<file path="src/rtl/axis_i2s_tx.sv">
// AXI-Stream to I2S transmitter: buffers one stereo pair and serialises it MSB first,
// generating LRCK/SCLK from a free-running frame counter (one frame = one pair).
module axis_i2s_tx #(
    parameter int unsigned DATA_WIDTH = 24,
    parameter int unsigned DIV_LOG2   = 3,
    parameter int unsigned SLOT_LOG2  = 5
) (
    input  logic                  axis_clk,
    input  logic                  axis_resetn,
    input  logic [DATA_WIDTH-1:0] s_axis_data,
    input  logic                  s_axis_valid,
    output logic                  s_axis_ready,
    input  logic                  s_axis_last,
    output logic                  tx_mclk,
    output logic                  tx_lrck,
    output logic                  tx_sclk,
    output logic                  tx_sdout,
    output logic                  underrun,
    output logic                  frame_err
);

    localparam int unsigned W  = DIV_LOG2 + SLOT_LOG2 + 1;
    localparam int unsigned IW = $clog2(DATA_WIDTH);

    typedef enum logic [1:0] {StWaitL, StWaitR, StFull} state_e;

    state_e                state_q, state_d;
    logic [W-1:0]          cnt_q, cnt_d;
    logic [DATA_WIDTH-1:0] hold_l_q, hold_l_d, hold_r_q, hold_r_d;
    logic [DATA_WIDTH-1:0] sh_l_q, sh_l_d, sh_r_q, sh_r_d;
    logic [DATA_WIDTH-1:0] sh_sel;
    logic [SLOT_LOG2-1:0]  bit_idx;
    logic                  sclk_q, sclk_d, lrck_q, lrck_d, sdout_q, sdout_d;
    logic                  underrun_q, underrun_d, frame_err_q, frame_err_d;
    logic                  accept, boundary;

    assign tx_mclk      = axis_clk;
    assign s_axis_ready = (state_q != StFull);
    assign accept       = s_axis_valid && s_axis_ready;
    assign boundary     = (cnt_q == '1);

    assign tx_sclk   = sclk_q;
    assign tx_lrck   = lrck_q;
    assign tx_sdout  = sdout_q;
    assign underrun  = underrun_q;
    assign frame_err = frame_err_q;

    // Serial clocks and data are derived from the post-edge counter value so the
    // registered outputs line up with cnt_q.
    always_comb begin
        cnt_d   = cnt_q + W'(1);
        sclk_d  = cnt_d[DIV_LOG2-1];
        lrck_d  = cnt_d[W-1];
        bit_idx = cnt_d[DIV_LOG2 +: SLOT_LOG2];
        sh_sel  = lrck_d ? sh_r_q : sh_l_q;
        sdout_d = sdout_q;
        if (cnt_q[DIV_LOG2-1:0] == '1) begin
            if (bit_idx != '0 && 32'(bit_idx) <= DATA_WIDTH) begin
                sdout_d = sh_sel[IW'(DATA_WIDTH - 32'(bit_idx))];
            end else begin
                sdout_d = 1'b0;
            end
        end
    end

    always_comb begin
        state_d     = state_q;
        hold_l_d    = hold_l_q;
        hold_r_d    = hold_r_q;
        sh_l_d      = sh_l_q;
        sh_r_d      = sh_r_q;
        underrun_d  = 1'b0;
        frame_err_d = 1'b0;

        unique case (state_q)
            StWaitL: begin
                if (accept) begin
                    if (!s_axis_last) begin
                        hold_l_d = s_axis_data;
                        state_d  = StWaitR;
                    end else begin
                        frame_err_d = 1'b1;
                    end
                end
            end
            StWaitR: begin
                if (accept) begin
                    if (s_axis_last) begin
                        hold_r_d = s_axis_data;
                        state_d  = StFull;
                    end else begin
                        hold_l_d    = s_axis_data;
                        frame_err_d = 1'b1;
                    end
                end
            end
            StFull: ;
            default: state_d = StWaitL;
        endcase

        // A pair completing on the boundary edge itself waits for the next frame.
        if (boundary) begin
            if (state_q == StFull) begin
                sh_l_d  = hold_l_q;
                sh_r_d  = hold_r_q;
                state_d = StWaitL;
            end else begin
                sh_l_d     = '0;
                sh_r_d     = '0;
                underrun_d = 1'b1;
            end
        end
    end

    always_ff @(posedge axis_clk or negedge axis_resetn) begin
        if (!axis_resetn) begin
            state_q     <= StWaitL;
            cnt_q       <= '0;
            hold_l_q    <= '0;
            hold_r_q    <= '0;
            sh_l_q      <= '0;
            sh_r_q      <= '0;
            sclk_q      <= 1'b0;
            lrck_q      <= 1'b0;
            sdout_q     <= 1'b0;
            underrun_q  <= 1'b0;
            frame_err_q <= 1'b0;
        end else begin
            state_q     <= state_d;
            cnt_q       <= cnt_d;
            hold_l_q    <= hold_l_d;
            hold_r_q    <= hold_r_d;
            sh_l_q      <= sh_l_d;
            sh_r_q      <= sh_r_d;
            sclk_q      <= sclk_d;
            lrck_q      <= lrck_d;
            sdout_q     <= sdout_d;
            underrun_q  <= underrun_d;
            frame_err_q <= frame_err_d;
        end
    end

endmodule

</file>
<file path="config.mk">
export PLATFORM = sky130hd
export DESIGN_NAME = axis_i2s_tx
export DESIGN_NICKNAME = d
export VERILOG_FILES = /design/src/rtl/axis_i2s_tx.sv
export SDC_FILE = /design/constraint.sdc
export NUM_CORES = 1
export LEC_CHECK = 0
export ABC_AREA = 1
export BUFFER_PORTS_ARGS = -buffer_cell sky130_fd_sc_hd__buf_2
export CAP_MARGIN = 20
export CORE_ASPECT_RATIO = 1.5
export CORE_UTILIZATION = 45
export CTS_CLUSTER_SIZE = 16
export DETAILED_ROUTE_END_ITERATION = 8
export MAX_ROUTING_LAYER = met4
export SLEW_MARGIN = 20
export SYNTH_ARGS = -nofsm -noshare
export SYNTH_HDL_FRONTEND = slang
export SYNTH_SLANG_ARGS = --single-unit
</file>
<file path="constraint.sdc">
create_clock -name axis_clk -period 4 [get_ports axis_clk]
set_input_delay 0.8 -clock axis_clk [delete_from_list [all_inputs] [get_ports axis_clk]]
set_output_delay 0.8 -clock axis_clk [all_outputs]
set_load 0.01 [all_outputs]
</file>
Word level (Yosys, flattened, before mapping)
Cells that the tools add are included.
- magnitude comparators: 2
- add/subtract/negate cells: 2
- bitwise gates (word level): 1
- multiplexer cells: 20
- reductions and logical operators: 7
- eq/ne operators: 5
- operator list (operator ; number):
    two-way mux 24 bit ; 3
    two-way mux 2 bit ; 6
    adder 9 x 1 -> 9 bit (second input constant) ; 1
    equality test 9 bit (second input constant) ; 1
    two-way mux 1 bit ; 8
    < comparator 5 x 6 -> 1 bit (second input constant) ; 1
    case mux 2 bit (3 select lines) ; 1
    AND reduction 3 bit ; 2
    binary-select mux 1 bit (select 5 bit) ; 1
    less-or-equal comparator 5 bit (second input constant) ; 1
    nonzero test 5 bit ; 1
    subtractor 5 bit (first input constant) ; 1
    equality test 3 bit (second input constant) ; 1
    equality test 2 x 1 -> 1 bit (second input constant) ; 1
    equality test 2 bit (second input constant) ; 1
    logical AND 1 bit ; 2
    logical NOT 2 bit ; 1
    inequality test 2 bit (second input constant) ; 1
    case mux 1 bit (2 select lines) ; 1
    OR reduction 2 bit ; 1
    inverter 1 bit ; 1
- flip-flop bits (word level): 112
- bits of input ports: 28
- output and inout port bits: 7
- word-level logic and storage cells: 48

Logic depth before layout (Yosys ltp)
- depth in word-level cells: 6
- gate-level depth with buffers: 18

==> results.md <==
- Final routed wirelength across all metal layers: around 9500 um
- Leading post-synthesis cells by instance count: sky130_fd_sc_hd__nand2_1 (156), sky130_fd_sc_hd__dfrtp_1 (110), sky130_fd_sc_hd__nand3_1 (77)
- Transition time at the pin with the least slew margin: 0.854 ns
- Die H: 130 um
- Total congestion overflow: 0
- Fraction of post-synthesis cell area in the top cell type by area: 0.560
- Fraction of final layout cells sized beyond drive strength 1: 0.125
- Post-synth net total: 627
- Half-perimeter wire length of the detailed placement result: 6270 um
- Count of warnings emitted by yosys: 0
- Number of antenna violations at the first check in global routing: 0
- Number of design rule violations left after detail routing: 0
- Post-Route Skew: around 0.011 ns
- Global Route Usage Sum: 0.195
- Crit path setup slack, layout: 0.830 ns
- Post-cts sizing count: 0
- Die ar.: 11,400 sq um
- Standard-cell row count: 46
- Number of enable flip-flop cells after synthesis: 0
- Wire length of the first global-routing pass: 16,700 um
- Worst setup path class: clock port to primary output
- Final setup viols: 0
- Post-Synthesis Cells: 595
- Hold Vio Cnt, Final: 0
- Ant diodes: 0
- WP data required: 3.20 ns
- Insertion delay of the later-clocked pin in the worst-skew pair: approximately 0.46 ns
- CP Cell Sequence: clkbuf_16 > clkbuf_16 > buf_2
- DRC violation total after the first TritonRoute iteration: 149
- Critical-path cell with the highest stage delay: sky130_fd_sc_hd__buf_2
- Type of the most critical hold path: input pin to async pin
- Die extent in x: 87.3 um
- WL/cell: 12.4 um
- Starting density of the core: 0.464
- Top Ports: 35
- Nets: about 650
- Max Fanout on Critical Path: 2
- Area growth from synthesis to layout: 13.4%
- Dominant delay contributor by cell family on the critical path: buffers and inverters
- Count leader, synth: sky130_fd_sc_hd__nand2_1
- Critical path endpoint category: primary output
- Worst vdd ir: 0.357 mV
- Predominant post-synthesis flop cell: sky130_fd_sc_hd__dfrtp_1
- Input/output buffers: 34
- Post-layout utilization of the core: 0.526
- Status: completed
- Number of storage elements in the synthesis netlist: 110
- Slew Limit Fails: 0
- Worst path bufs/invs: 3
- Cell Area, Synth: 4910 sq um
- Cts hold-fix bufs: 0
- Most used cell along the critical path: sky130_fd_sc_hd__clkbuf_16
- Crit path arrival time: 2.37 ns
- Vias per cell: roughly 4.9
- Vias in the first global route: 3,752
- Gp weighted congestion: 0.853
- Filler cells: 1,053
- Clock-pin slew on the worst setup and hold paths: 0.07 ns
- Share of synthesized area occupied by flip-flops and latches: 0.560
- WHS: 0.405 ns
- Static leakage: 2.84 nW
- Worst setup slack after placement: 1.09 ns
- Kind of start point of the critical path: clock port
- Number of nets still failing antenna checks after routing: 0
- Max-cap check violation count: 0
- TritonCTS clock tree: yes
- Slew HR: 0.427
- Most area-hungry cell type in the Yosys netlist: sky130_fd_sc_hd__dfrtp_1
- Post-CTS setup buffer count: 0
- Total core area: 10,600 sq um
- Fraction of registers with async set or reset after synthesis: 1.00
- Largest cells by area after synthesis: sky130_fd_sc_hd__dfrtp_1 (56%), sky130_fd_sc_hd__nand2_1 (12%), sky130_fd_sc_hd__nand3_1 (7.8%)
- Distinct cell type count after synthesis: 23
- Final sum of negative setup slack: 0 ns
- Pwr/cell area: 492 nW/um^2
- Largest net degree at the start of global routing: 72
- RSZ-0062 raised after global routing: no
- Syn_area_per_cell: 8.26 sq um
- Critical path's largest stage delay: approximately 0.13 ns
- Vias: between 3,000 and 4,000
- Number of detailed-route iterations in the first pass: 4
layout make-up:
type                            instances  area (sq um)  share of cell area
Tap cell                              144           180              0.0323
Sequential cell                       110          2750               0.494
Clock buffer                           16           337              0.0604
Multi-Input combinational cell        384          1780               0.319
Clock inverter                          4          55.1             0.00988
Timing Repair Buffer                   39           213              0.0382
Inverter                               69           259              0.0465
flip-flops by register name, summed over array words and instances, names as in the netlist:
name       cells
state_q        2
sh_r_q        24
hold_l_q      24
sh_l_q        24
frame_err      1
hold_r_q      24
cnt_q          9
tx_sdout       1
underrun       1
where the power goes:
| part | switching [mW] | internal [mW] | leakage, nW | total [mW] |
|---|---|---|---|---|
| Clock | 0.415 | 0.656 | 0.190 | 1.07 |
| Sequential | 0.102 | 1.30 | 1.45 | 1.40 |
| Combinational | 0.173 | 0.0999 | 1.21 | 0.273 |
path summary, 6_finish.rpt:
kind	start	end	slack, ns	depth (start not counted)
min	axis_resetn	hold_r_q[1]	0.40	1
max	axis_clk	tx_mclk	0.83	3
max in group asynchronous	axis_resetn	tx_sdout	2.72	2
min in group axis_clk	hold_l_q[16]	hold_l_q[16]	0.49	2
max reg2reg	cnt_q[0]	tx_sdout	1.20	16
min reg2reg	hold_l_q[16]	hold_l_q[16]	0.49	2
metrics by stage:
| stage | total power [mW] | cell area, sq um | instances |
|---|---|---|---|
| after global placement | 1.70 | 5190 | 747 |
| after floorplan | 1.61 | 4910 | 595 |
| after global routing | 2.89 | 5570 | 766 |
| after detailed placement | 1.72 | 5190 | 747 |
| final | 2.74 | 5570 | 766 |
| after CTS | 2.78 | 5570 | 766 |
placed cells by master (no fill, tap or decap):
master and instances:
sky130_fd_sc_hd__buf_2 33, sky130_fd_sc_hd__bufinv_16 1, sky130_fd_sc_hd__o21ai_0 72, sky130_fd_sc_hd__nand2_2 9, sky130_fd_sc_hd__clkbuf_8 2, sky130_fd_sc_hd__nor2_2 1, sky130_fd_sc_hd__nor2_4 2, sky130_fd_sc_hd__ha_2 1
sky130_fd_sc_hd__nand3_1 77, sky130_fd_sc_hd__nor2_1 32, sky130_fd_sc_hd__dfrtp_1 110, sky130_fd_sc_hd__clkinv_1 1, sky130_fd_sc_hd__clkbuf_1 1, sky130_fd_sc_hd__o21ai_1 1, sky130_fd_sc_hd__nand4_1 2, sky130_fd_sc_hd__clkbuf_16 12
sky130_fd_sc_hd__o211ai_1 1, sky130_fd_sc_hd__nand2_4 2, sky130_fd_sc_hd__clkinv_4 2, sky130_fd_sc_hd__ha_1 3, sky130_fd_sc_hd__inv_1 64, sky130_fd_sc_hd__clkinvlp_4 1, sky130_fd_sc_hd__nand2_1 156, sky130_fd_sc_hd__buf_4 7
sky130_fd_sc_hd__a21oi_1 24, sky130_fd_sc_hd__inv_2 4, sky130_fd_sc_hd__nand4_4 1
routing by layer:
metal	routed length (um)	global-route usage	vias up
li1	-	-	1933
met1	4420	0.235	1780
met2	4680	0.322	51
met3	282	0.0361	11
met4	145	0.0762	0
met5	0	-	-
kinds of logic (layout without fill, tap and decap cells):
kind of cell,Yosys count,in the layout,synth area share
flip-flops,110,110,0.560
AO/OA/AOI/OAI,98,98,0.100
buffers and inverters,101,128,0.0802
AND/OR/NAND/NOR,282,282,0.249
adder cells (fa/ha/maj),4,4,0.0102
Note: power is estimated with default switching activity, not from simulation.
